==> src/rtl/run_counter_bank.sv <==
// run_counter_bank: a bank of independent consecutive-run counters.
// Each channel counts back-to-back high cycles of its input up to MAX_RUN,
// then either wraps to zero or saturates. A one-cycle hit pulse marks entry
// into MAX_RUN, and a shared peak register tracks the largest count seen.
module run_counter_bank #(
    parameter int CHANNELS = 4,
    parameter int MAX_RUN  = 4
) (
    input  logic                                    clk,
    input  logic                                    rst_n,
    input  logic                                    en,
    input  logic                                    sat_mode,
    input  logic [CHANNELS-1:0]                     clr,
    input  logic                                    peak_clr,
    input  logic [CHANNELS-1:0]                     a,
    output logic [CHANNELS*$clog2(MAX_RUN+1)-1:0]   q,
    output logic [CHANNELS-1:0]                     hit,
    output logic [$clog2(MAX_RUN+1)-1:0]            peak
);

    localparam int            CW    = $clog2(MAX_RUN + 1);
    localparam logic [CW-1:0] MAX_Q = CW'(MAX_RUN);

    logic [CW-1:0]       cnt      [CHANNELS];
    logic [CW-1:0]       cnt_next [CHANNELS];
    logic [CHANNELS-1:0] hit_next;
    logic [CW-1:0]       max_next;

    // Next count per channel, the hit condition it implies, and the largest next count.
    // An out-of-range count (only reachable by forcing) always recovers to zero.
    always_comb begin
        hit_next = '0;
        max_next = '0;
        for (int i = 0; i < CHANNELS; i++) begin
            cnt_next[i] = '0;
            if (clr[i] || (cnt[i] > MAX_Q)) begin
                cnt_next[i] = '0;
            end else if (!en) begin
                cnt_next[i] = cnt[i];
            end else if (!a[i]) begin
                cnt_next[i] = '0;
            end else if (cnt[i] < MAX_Q) begin
                cnt_next[i] = cnt[i] + 1'b1;
            end else begin
                cnt_next[i] = sat_mode ? MAX_Q : '0;
            end
            hit_next[i] = (cnt_next[i] == MAX_Q) && (cnt[i] != MAX_Q);
            if (cnt_next[i] > max_next) begin
                max_next = cnt_next[i];
            end
        end
    end

    // Register counts, hit pulses and the peak tracker; peak_clr restarts from the new maximum.
    always_ff @(posedge clk) begin
        if (!rst_n) begin
            for (int i = 0; i < CHANNELS; i++) begin
                cnt[i] <= '0;
            end
            hit  <= '0;
            peak <= '0;
        end else begin
            for (int i = 0; i < CHANNELS; i++) begin
                cnt[i] <= cnt_next[i];
            end
            hit <= hit_next;
            if (peak_clr || (max_next > peak)) begin
                peak <= max_next;
            end
        end
    end

    // Pack the per-channel registers onto the output bus.
    always_comb begin
        q = '0;
        for (int i = 0; i < CHANNELS; i++) begin
            q[i*CW +: CW] = cnt[i];
        end
    end

endmodule

==> config.mk <==
export PLATFORM = sky130hd
export DESIGN_NAME = run_counter_bank
export DESIGN_NICKNAME = d
export VERILOG_FILES = /design/src/rtl/run_counter_bank.sv
export SDC_FILE = /design/constraint.sdc
export NUM_CORES = 1
export LEC_CHECK = 0
export ABC_AREA = 1
export CAP_MARGIN = 20
export CORE_MARGIN = 4
export CORE_UTILIZATION = 55
export CTS_CLUSTER_DIAMETER = 120
export DETAILED_ROUTE_END_ITERATION = 8
export PLACE_DENSITY = 0.85
export SLEW_MARGIN = 5
export SYNTH_ARGS = -nofsm -noshare
export SYNTH_HDL_FRONTEND = slang
export SYNTH_SLANG_ARGS = --single-unit
export TNS_END_PERCENT = 50
==> constraint.sdc <==
create_clock -name clk -period 11.3 [get_ports clk]
set_input_delay 2.825 -clock clk [delete_from_list [all_inputs] [get_ports clk]]
set_output_delay 2.825 -clock clk [all_outputs]
set_load 0.02 [all_outputs]
# --- Yosys cells after proc, flatten, opt, wreduce, memory -nomap -nowiden ---
# Memory sizes are Yosys's and may differ from the RTL's.
# Cells that the tools add are included.
op_classes:
  n_mul: 0
  n_reduce_logical: 9
  order_cmp: 13
  n_div: 0
  n_addsub: 4
  eq_ne: 8
  muxes: 27
  shift: 0
  bitwise: 4
op_table:
  columns: ["operator", "count"]
  rows:
  - ["$mux 3", 25]
  - ["$add 3x1->3 const B", 4]
  - ["$eq 3x3->1 const B", 4]
  - ["$gt 3x3->1", 4]
  - ["$gt 3x3->1 const B", 4]
  - ["$lt 3x3->1 const B", 4]
  - ["$ne 3x3->1 const B", 4]
  - ["$logic_or 1x1->1", 5]
  - ["$logic_and 1x1->1", 4]
  - ["$or 1x1->1", 4]
  - ["$gt 3x1->1 const B", 1]
  - ["$mux 1", 2]
totals:
  ff_bits: 7
  in_bits: 13
  n_memories: 1
  romBits: 0
  mem_bits_rw: 12
  latch_bits: 0
  output_inout_bits: 19
memory_table:
  columns: ["name", "words", "word_bits", "read_ports", "rd_clocked_by_memory_dff", "write_ports", "line_no", "rtl"]
  rows:
  - ["cnt", 4, 3, 4, 0, 4, "24", "logic [CW-1:0] cnt [CHANNELS];"]

# --- Depth between registers and ports, before layout ---
depth:
  ltp_word: 15
  mapped_depth: 43
  depth_no_buf: 43

# --- Worst setup path after synthesis ---
# OpenSTA, ideal clock, no wires.
synth_timing:
  kind: "in2reg"
  startpoint: "in en"
  endpoint: "reg peak[2]"
  setup_slack_ps: 4565
  arrival_time_ps: 6626
  n_path_buf: 2
  stages: 36
  required_time_ps: 11191
  cell_sequence: "buf_6 > buf_8 > nand3_1 > nand2_1 > inv_1 > ha_1 > nand2_1 > nand2_1 > nor2_1 > nand3_1 > nand2_1 > inv_1 > ha_1 > nand3_1 > nand3_1 > o21ai_1 > nand3_1 > and2_1 > ha_1 > nand2_1 > nor2_1 > nor2_1 > nand2_1 > nand2_1 > inv_1 > nand2_1 > nand2_2 > inv_1 > ha_1 > nand2_1 > o21ai_0 > a21o_1 > o21ai_0 > inv_1 > nand2_1 > inv_1"
synth_lines:
  columns: ["element", "line_no", "rtl"]
  rows:
  - ["start: declaration", "11", "input logic en,"]
  - ["end signal: assignment", "68", "peak <= max_next;"]
  - ["end: declaration", "18", "output logic [$clog2(MAX_RUN+1)-1:0] peak"]

# --- Worst setup path in the final report ---
layout_timing:
  startpoint: "in en"
  endpoint: "reg peak[1]"
layout_between:
  elab_chain_cells: 12
  elab_cells_between_ends: 18
layout_rtl:
  columns: ["element", "line_no", "rtl"]
  rows:
  - ["$mux 3", "38", "end else if (!en) begin"]
  - ["$mux 3", "36", "if (clr[i] || (cnt[i] > MAX_Q)) begin"]
  - ["$gt 3x1->1", "48", "if (cnt_next[i] > max_next) begin"]
  - ["$mux 3", "48", null]
  - ["$gt 3x3->1", "48", null]
  - ["$mux 3", "48", null]
  - ["$gt 3x3->1", "48", null]
  - ["$mux 3", "48", null]
  - ["$gt 3x3->1", "48", null]
  - ["$mux 3 (*)", "48", null]
  - ["named net max_next[1]", "27", "logic [CW-1:0] max_next;"]
  - ["$gt 3x3->1", "67", "if (peak_clr || (max_next > peak)) begin"]
  - ["$logic_or 1x1->1", "67", null]
# The timed path passes the listed nets; every way through them passes the cells marked *.
# A chain may end at the register's enable or synchronous reset.

==> flow_metrics.tcl <==
set metrics [dict create \
    status "completed" \
    cts_setup_buffers 0 \
    p_leak_nw 0.977 \
    numCtsBuffers 3 \
    holdBufCountCts 0 \
    setup_viol 0 \
    drtPass1Iterations 4 \
    grt-ovfl-total 0 \
    fillers 243 \
    ir_drop_mv 0.150 \
    worst_slew_pin_slew_ns 0.806 \
    synthCells 231 \
    power_mw 0.221 \
    cts.repair.resized 0 \
    clk_latency_ns 0.30 \
    min_period_over_period 0.683 \
    wl_per_cell_um 11.0 \
    initial_utilization 0.574 \
    finalNetCount 297 \
    num_io_pins 32 \
    finalNonFillerCells 294 \
    hold_path_class "reg -> reg" \
    critPathSlowestCell "clkdlybuf4s50_1" \
    ys_types 33 \
    hold_ws_ns 0.556 \
    tns_ns 0 \
    crit_path_frequent_cell "nand2_1" \
    multi_input_area_um2 995 \
    start_kind "primary input" \
    grt_pass1_vias 1397 \
    die_y_um 61.7 \
    fin_util 0.700 \
    slew_viol_final 0 \
    skew_ns 0.00327 \
    clock_sinks 19 \
    antennaDiodeCount 0 \
    crit_fanout 18 \
    gp_congestion 0.815 \
    power_density_nw_per_um2 115 \
    seqCellArea_um2 380 \
    core_area_um2 2760 \
    cts_tree "yes" \
    avgSynthCellArea_um2 6.86 \
    finalHoldViolCount 0 \
    die_w_um 61.7 \
    drive_gt1_frac 0.129 \
    max_freq_ghz 0.130 \
    clockBufferDepth 2 \
    grt_antenna_before_repair 0 \
    htree_levels 1 \
    path_clk_slew_ns 0.11 \
    max_cap_viol_count 0 \
    die_area_um2 3800 \
    dpl.cell_count 290 \
    synth_fp_nets 264 \
    dpl_worst_slack_ns 3.29 \
    cp_slowest_stage_delay_ns 1.00 \
    placed_area_um2 1900 \
    cp.arrival_ns 7.96 \
    gr-usage-all-layers 0.195 \
    first_iter_violations 61 \
    post-route-cell-area_um2 1930 \
    crit_type "in -> reg" \
    period_needed_ns 7.72 \
    worst_slack_ns 3.58 \
    io_buffers 31 \
    wl_um 3240 \
    slew_headroom 0.461 \
    yosysSeqAreaShare 0.240 \
    synth_area_um2 1580 \
    critPathCaptureType "flip-flop" \
    root_buffer "clkbuf_4" \
    grt_pass1_wl_um 5600 \
    area_growth_pct 21.8 \
    num_vias 1454 \
    crit_required_ns 11.54 \
    drc_errors 0 \
    dp.final_hpwl_um 2640 \
    synth_warnings 0 \
    routed_via_density 4.95 \
    rsz0062_at_grt "false" \
    grt_max_degree 19 \
    ant_nets 0 \
    row_count 19 \
    ys_ff_latch 19 \
]
-- final cells by class --
class                   count  area share
clock buffers               4      0.0136
inverters                  47      0.0927
flip-flops and latches     19       0.197
repair buffers             31       0.161
well taps                  31      0.0201
multi-input cells         162       0.516
-- sequential cells by signal (all words and copies together), names as in the netlist --
name / cells
cnt: 12
hit: 4
peak: 3
-- power breakdown --
group | switching (mW) | internal (mW)
Combinational | 0.0633 | 0.0455
Sequential | 0.00392 | 0.0724
Clock | 0.0221 | 0.0137
Total | 0.0893 | 0.132
-- path summary, 6_finish.rpt --
kind                                        endpoint  depth (start not counted)            startpoint  slack, ns
worst max-delay path            peak[1]$_SDFFE_PN0P_                         33                    en       3.58
worst min-delay path               hit[2]$_SDFF_PN0_                          1  cnt[2][2]$_SDFF_PN0_       0.56
worst max register to register  peak[1]$_SDFFE_PN0P_                         37  cnt[1][0]$_SDFF_PN0_       6.39
worst min register to register     hit[2]$_SDFF_PN0_                          1  cnt[2][2]$_SDFF_PN0_       0.56
-- layer usage --
metal,up-vias,track usage,share of wire
met5,-,0,0
met4,0,0.0909,0.014
met3,4,0.0440,0.032
met2,19,0.314,0.46
met1,636,0.246,0.49
li1,795,-,-
-- synth_stat cells (all sizes together) --
| library cell | instances | area, um^2 |
|---|---|---|
| nand2 | 59 | 239 |
| inv | 47 | 179 |
| nor2 | 28 | 123 |
| nand3 | 21 | 120 |
| ha | 20 | 250 |
| dfxtp | 19 | 380 |
| a21oi | 12 | 90.1 |
| o21ai | 10 | 53.8 |
| buf | 2 | 26.3 |
| nor4 | 2 | 18.8 |
| a211oi | 1 | 12.5 |
| a21o | 1 | 7.51 |
| and2 | 1 | 6.26 |
| and3 | 1 | 6.26 |
| clkbuf | 1 | 3.75 |
| nand3b | 1 | 7.51 |
| nand4 | 1 | 21.3 |
| nor3 | 1 | 10.0 |
| o2111a | 1 | 11.3 |
| o21bai | 1 | 11.3 |
| or2 | 1 | 6.26 |
-- cells by family after synthesis --
| family | share of synthesized area |
|---|---|
| flops | 0.240 |
| fa+ha+maj | 0.158 |
| buf+inv | 0.132 |
| compound gates | 0.118 |
| simple gates | 0.352 |
-- cells in the final DEF, fill, tap and decap left out, types with 2 or more instances in the layout --
cell / instances
a21oi_1: 6
a21oi_2: 5
clkbuf_4: 3
clkdlybuf4s50_1: 31
dfxtp_1: 19
ha_1: 20
inv_1: 43
inv_2: 3
nand2_1: 52
nand2_2: 7
nand3_1: 18
nand3_2: 3
nor2_1: 23
nor2_2: 4
o21ai_0: 7
o21ai_1: 2
-- critical path: cells and delay by family --
kind,cells,cell delay [ns]
simple gates,19,1.83
fa+ha+maj,4,1.20
compound gates,6,0.94
buf+inv,4,1.17
Note: power is estimated with default switching activity, not from simulation.
